--- src/rtl/demux_stream_pkg.sv ---
// Shared definitions for the 1-to-2 stream demultiplexer: default widths,
// the channel enumeration and the per-slot occupancy states.
package demux_stream_pkg;

    // Default payload and counter widths used by the top-level parameters.
    localparam int DEFAULT_DATA_W = 8;
    localparam int DEFAULT_CNT_W  = 16;

    // Number of output channels served by the demultiplexer.
    localparam int NUM_CH = 2;

    // Output channel identifier; its encoding doubles as the in_sel value.
    typedef enum logic {
        CH0 = 1'b0,
        CH1 = 1'b1
    } ch_e;

    // Occupancy of a single-entry output slot.
    typedef enum logic {
        SLOT_EMPTY = 1'b0,
        SLOT_FULL  = 1'b1
    } slot_state_e;

    // Returns the other channel; used to advance the round-robin pointer.
    function automatic ch_e other_ch(input ch_e c);
        return (c == CH0) ? CH1 : CH0;
    endfunction

    // Converts a raw select bit into a channel identifier.
    function automatic ch_e ch_from_bit(input logic b);
        return b ? CH1 : CH0;
    endfunction

endpackage : demux_stream_pkg

--- src/rtl/demux_stream_1x2_slot.sv ---
// Single-entry output slot: one payload register with valid/ready handshake
// and a saturating count of beats delivered downstream.
// A write and a drain in the same cycle keep the slot FULL with the new
// payload, so a continuously ready consumer sees no bubble.
module demux_out_slot
    import demux_stream_pkg::*;
#(
    parameter int DATA_W = DEFAULT_DATA_W,
    parameter int CNT_W  = DEFAULT_CNT_W
) (
    input  logic              clk,
    input  logic              rst,
    input  logic              wr_en_i,
    input  logic [DATA_W-1:0] wr_data_i,
    output logic              can_accept_o,
    output logic              out_valid_o,
    output logic [DATA_W-1:0] out_data_o,
    input  logic              out_ready_i,
    output logic [CNT_W-1:0]  cnt_o
);

    slot_state_e       state_q, state_d;
    logic [DATA_W-1:0] data_q,  data_d;
    logic [CNT_W-1:0]  cnt_q,   cnt_d;
    logic              drain;

    // A beat leaves the slot whenever it is held and downstream takes it.
    assign drain = (state_q == SLOT_FULL) && out_ready_i;

    // The slot can take a new beat if empty, or if its current beat leaves
    // this cycle. This never looks at the upstream valid.
    assign can_accept_o = (state_q == SLOT_EMPTY) || out_ready_i;

    assign out_valid_o = (state_q == SLOT_FULL);
    assign out_data_o  = data_q;
    assign cnt_o       = cnt_q;

    // State, payload and counter registers; reset discards any held beat.
    always_ff @(posedge clk or posedge rst) begin
        if (rst) begin
            state_q <= SLOT_EMPTY;
            data_q  <= '0;
            cnt_q   <= '0;
        end else begin
            state_q <= state_d;
            data_q  <= data_d;
            cnt_q   <= cnt_d;
        end
    end

    // Next-state logic: fill on write, empty on drain without refill.
    always_comb begin
        state_d = state_q;
        data_d  = data_q;
        cnt_d   = cnt_q;

        case (state_q)
            SLOT_EMPTY: begin
                if (wr_en_i) begin
                    state_d = SLOT_FULL;
                    data_d  = wr_data_i;
                end
            end
            SLOT_FULL: begin
                if (wr_en_i) begin
                    // Simultaneous drain and refill, or the caller only
                    // writes when the slot can accept, so stay FULL.
                    data_d = wr_data_i;
                end else if (out_ready_i) begin
                    state_d = SLOT_EMPTY;
                end
            end
            default: begin
                state_d = SLOT_EMPTY;
            end
        endcase

        // Delivered-beat counter sticks at its maximum instead of wrapping.
        if (drain && !(&cnt_q)) begin
            cnt_d = cnt_q + 1'b1;
        end
    end

endmodule : demux_out_slot

--- src/rtl/demux_stream_1x2.sv ---
// 1-to-2 stream demultiplexer. Each upstream beat is routed into one of two
// single-entry output slots, selected by in_sel. Each slot counts the beats
// it delivers downstream.
// Optional feature, enabled by defining DEMUX_STREAM_RR_EN: adds input rr_en;
// while rr_en is high the destination comes from a 1-bit round-robin pointer
// (starting at channel 0, toggling on every accepted beat) and in_sel is
// ignored. Without the macro the pointer and the rr_en port do not exist.
module demux_stream_1x2
    import demux_stream_pkg::*;
#(
    parameter int DATA_W = DEFAULT_DATA_W,
    parameter int CNT_W  = DEFAULT_CNT_W
) (
    input  logic              clk,
    input  logic              rst,
`ifdef DEMUX_STREAM_RR_EN
    input  logic              rr_en,
`endif
    input  logic              in_valid,
    input  logic [DATA_W-1:0] in_data,
    input  logic              in_sel,
    output logic              in_ready,
    output logic              out0_valid,
    output logic [DATA_W-1:0] out0_data,
    input  logic              out0_ready,
    output logic              out1_valid,
    output logic [DATA_W-1:0] out1_data,
    input  logic              out1_ready,
    output logic [CNT_W-1:0]  cnt0,
    output logic [CNT_W-1:0]  cnt1
);

    // Per-channel views of the two slots, indexed by channel number.
    logic [NUM_CH-1:0] slot_can_accept;
    logic [NUM_CH-1:0] slot_wr_en;
    logic [NUM_CH-1:0] slot_valid;
    logic [NUM_CH-1:0] slot_ready;
    logic [DATA_W-1:0] slot_data [NUM_CH];
    logic [CNT_W-1:0]  slot_cnt  [NUM_CH];

    ch_e  target;
    logic accept;

    assign slot_ready[0] = out0_ready;
    assign slot_ready[1] = out1_ready;

    assign out0_valid = slot_valid[0];
    assign out1_valid = slot_valid[1];
    assign out0_data  = slot_data[0];
    assign out1_data  = slot_data[1];
    assign cnt0       = slot_cnt[0];
    assign cnt1       = slot_cnt[1];

`ifdef DEMUX_STREAM_RR_EN
    ch_e ptr_q, ptr_d;

    // Round-robin pointer register; restarts at channel 0 on reset.
    always_ff @(posedge clk or posedge rst) begin
        if (rst) begin
            ptr_q <= CH0;
        end else begin
            ptr_q <= ptr_d;
        end
    end

    // Destination choice and pointer advance; a stalled beat holds the pointer.
    always_comb begin
        target = rr_en ? ptr_q : ch_from_bit(in_sel);
        ptr_d  = ptr_q;
        if (rr_en && accept) begin
            ptr_d = other_ch(ptr_q);
        end
    end
`else
    // Destination comes straight from the select input.
    always_comb begin
        target = ch_from_bit(in_sel);
    end
`endif

    // Ready depends only on the target slot, never on in_valid, and is held
    // low for the whole reset so no beat is taken while state is cleared.
    assign in_ready = !rst && slot_can_accept[target];
    assign accept   = in_valid && in_ready;

    genvar gi;
    generate
        for (gi = 0; gi < NUM_CH; gi++) begin : g_slot
            // Only the addressed slot is written; the other drains freely.
            assign slot_wr_en[gi] = accept && (target == ch_e'(gi));

            demux_out_slot #(
                .DATA_W (DATA_W),
                .CNT_W  (CNT_W)
            ) u_slot (
                .clk          (clk),
                .rst          (rst),
                .wr_en_i      (slot_wr_en[gi]),
                .wr_data_i    (in_data),
                .can_accept_o (slot_can_accept[gi]),
                .out_valid_o  (slot_valid[gi]),
                .out_data_o   (slot_data[gi]),
                .out_ready_i  (slot_ready[gi]),
                .cnt_o        (slot_cnt[gi])
            );
        end
    endgenerate

endmodule : demux_stream_1x2

--- config.mk ---
export PLATFORM = sky130hd
export DESIGN_NAME = demux_stream_1x2
export DESIGN_NICKNAME = d
export VERILOG_FILES = /design/src/rtl/demux_stream_pkg.sv /design/src/rtl/demux_stream_1x2_slot.sv /design/src/rtl/demux_stream_1x2.sv
export SDC_FILE = /design/constraint.sdc
export NUM_CORES = 1
export LEC_CHECK = 0
export ABC_AREA = 1
export BUFFER_PORTS_ARGS = -buffer_cell sky130_fd_sc_hd__buf_4
export CORE_MARGIN = 4
export CORE_UTILIZATION = 49
export DETAILED_ROUTE_END_ITERATION = 8
export PLACE_DENSITY = 0.82
export SETUP_SLACK_MARGIN = 0.5
export SLEW_MARGIN = 40
export SYNTH_ARGS = -nofsm -noshare
export SYNTH_HDL_FRONTEND = slang
export SYNTH_HIERARCHICAL = 1
export SYNTH_SLANG_ARGS = --single-unit
--- constraint.sdc ---
create_clock -name clk -period 1.4 [get_ports clk]
set_input_delay 0.21 -clock clk [delete_from_list [all_inputs] [get_ports clk]]
set_output_delay 0.21 -clock clk [all_outputs]
set_load 0.02 [all_outputs]
==> summary.md <==
| Metric | Value |
|---|---|
| Sequential fraction of the synthesis area | `42.6%` |
| Root buf cell | `clkbuf_8` |
| ANT cells | `0` |
| Total grt overflow | `0` |
| Remaining DRCs | `0` |
| Max-slew violations | `0` |
| Finish-stage setup viols | `25` |
| Hold slack | `0.0994 ns` |
| Slew headroom | `81.1%` |
| Multi-input gate area | `0.00188 mm2` |
| IO Count | `65` |
| Final core area utilization | `88.8%` |
| Top FF cell, synth | `dfrtp_1` |
| Area share of the largest cell type after synthesis | `42.6%` |
| Synth warnings | `6` |
| Hold Path Depth | `3` |
| Failing checks | `negative setup slack` |
| Total CTS buffers | `5` |
| Synth area leaders | `dfrtp_1, nand2_1, inv_1` |
| RSZ-0062 raised after global routing | `yes` |
| Top cell type by total area after synthesis | `dfrtp_1` |
| Storage cell area | `0.00128 mm2` |
| Fmax | `0.655 GHz` |
| Gate Count Post-Synth | `393` |
| Netlist cell types | `27` |
| DP Area | `0.00368 mm2` |
| Total die area | `0.00730 mm2` |
| Final worst slack | `-0.127 ns` |
| Syn Area/Cell | `7.48 um2` |
| Maximum fanout along the worst path | `6` |
| Core ar. | `0.00568 mm2` |
| Drt pass-1 iters | `5` |
| Max layer used | `met4` |
| Crit path kind | `reg -> reg` |
| Post-Route Skew | `0.00579 ns` |
| Net count after synthesis | `409` |
| Number of vias per cell | `5.75` |
| Final GP Congestion | `0.857` |
| Cell Area, Synth | `0.00294 mm2` |
| Worst-skew pair later-pin latency | `0.31 ns` |
| Post-synth EDFFs | `0` |
| Reg2reg path depth | `7` |
| Critical R2R Launch | `g_slot[0].u_slot/cnt_o[3]` |
| Post-route cell area | `0.00504 mm2` |
| # rows | `27` |
| Antenna Nets Post-Route | `0` |
| Hold Path Origin | `in_data[7]` |
| Die width | `85.4 um` |
| Area growth from synthesis to layout | `71.5%` |
| H-tree depth | `2` |
| Fillers | `217` |
| Setup crit start | `g_slot[0].u_slot/cnt_o[3]` |
| Worst reg2reg setup slack | `-0.13 ns` |
| Period Utilization, post-route | `109%` |
| Height of the die | `85.4 um` |
| GRT Total Usage | `25.0%` |
| Hold endpoint | `g_slot[1].u_slot/out_data_o[7]` |
| Vias in the first global route | `3238` |
| Worst hold-check path type | `in -> reg` |
| Global-route wire length before repair | `14900 um` |
| Max Cap Violations | `0` |
| Final WL | `12200 um` |
| Required time worst endpoint | `1.60 ns` |
| Share of flip-flops with an asynchronous set or reset | `100%` |
| CTS tree | `yes` |
| Buffers on Ports | `64` |
| Vias post-DR | `3583` |
| Met2 wire length | `6280 um` |
| Initial antenna violation count | `0` |
| Power Dens Cells | `1050 mW/mm2` |
| VDD IR max | `0.00100 V` |
| WL met1 | `4280 um` |
| Iteration-0 DRC count of the detailed router | `355` |
| Status | `complete, but fails checks` |
| Final Critical Period | `1.53 ns` |
| Initial cell density of the core | `51.8%` |
| Arr. time, crit path | `1.73 ns` |
| Metal3 WL | `1080 um` |
| Synth top cells by count | `nand2_1, dfrtp_1, inv_1` |
| Leakage | `2.60 nW` |
| NumNets Final | `566` |
| Clock tree buffer depth | `2` |
| Fin. Hold Viols | `0` |
| Setup crit start kind | `flop` |
| Top-count cell post-synth | `nand2_1` |
| RR Endpoint | `g_slot[0].u_slot/cnt_o[9]` |
| Worst Tran Pin Value | `0.283 ns` |
| CP Capture Type | `flop` |
| Clk pin slew, worst setup/hold paths | `0.10 ns` |
| Share of layout cells above drive strength 1 | `51.5%` |
| Clk sinks | `50` |
| Post-DP HPWL | `5520 um` |
| #FFs+latches synth | `50` |
| Drt wl/cell | `19.6 um` |
| Largest net degree at the start of global routing | `26` |
[power by group]
part | switching [W] | internal [W]
logic | 0.00102 | 0.00105
clock network | 0.000531 | 0.000716
registers | 0.000327 | 0.00167
total | 0.00188 | 0.00344
[flip-flops by register name, indices dropped and copies added, names as in the netlist]
signal / flops
g_slot.u_slot/out_data_o: 16
g_slot.u_slot/out_valid_o: 2
g_slot.u_slot/cnt_o: 32
[repair_timing]
item | CTS | global route
cloned | 6 | 2
buffers inserted | 39 | 32
pin swaps | 17 | 33
gates resized for setup | 79 | 89
hold buffers | 1 | 0
setup endpoints to repair | 101 | 108
endpoints found under the hold margin | 45 | 0
[how the worst max path moves through the flow]
stage | end | slack, ns
floorplan | g_slot[0].u_slot/cnt_o[12] | 0.05
global placement | g_slot[1].u_slot/cnt_o[12] | 0.03
detailed placement | g_slot[0].u_slot/cnt_o[12] | 0.006
CTS | in_ready | 0.02
global route | g_slot[0].u_slot/cnt_o[5] | -0.16
finish | g_slot[0].u_slot/cnt_o[9] | -0.13
[worst max-delay path, stage by stage, from the launching register on]
cell and delay (ns):
dfrtp_2 0.48, nand2_1 0.19, nor2_1 0.27, nand3_1 0.15, nand2_1 0.09, nand2_1 0.05
nand2_1 0.09, nand2_1 0.07
[area by class of cell]
class	instances	share of cell area [%]
clock buffer	5	1.37
multi-input combinational	302	37.4
timing repair inverter	2	0.447
clock inverter	3	1.37
sequential	50	25.3
tap	72	1.79
timing repair buffer	145	28.3
inverter	44	4.02
[cell families (layout without fill, tap and decap cells)]
kind of cell | count (synthesis) | in the layout | share of synthesized area [%]
fa+ha+maj | 2 | 2 | 0.851
xor+xnor | 4 | 4 | 1.19
buf+inv | 46 | 199 | 6.05
simple gates | 278 | 283 | 46.4
flops | 50 | 50 | 42.6
compound gates | 13 | 13 | 2.89
[through the flow]
step	cells	power, W	setup WS (ns)	setup TNS [ns]
2_1_floorplan	393	0.00266	0.0459	0
3_3_place_gp	535	0.00315	0.0348	0
3_5_place_dp	535	0.00319	0.00648	0
4_1_cts	589	0.00481	0.0218	0
5_1_grt	623	0.00552	-0.157	-2.34
6_report	623	0.00532	-0.127	-0.674
[cell usage in the layout (no fill, tap or decap), types with 5 or more instances in the layout]
master / instances
nand2_1: 141
clkbuf_8: 5
nand3b_1: 8
nand2_4: 23
buf_4: 64
nand2_8: 6
dfrtp_1: 29
dfrtp_2: 21
nor2_2: 9
nor2_4: 13
inv_1: 34
nor2_1: 15
buf_6: 76
nand3_1: 13
nand4_1: 14
nand2_2: 33
[metal layers]
layer	vias up	GRT usage, %
met5	-	0
met2	250	45.6
li1	1532	-
met3	73	5.63
met4	0	6.04
met1	1728	29.7
Note: power is estimated with default switching activity, not from simulation.
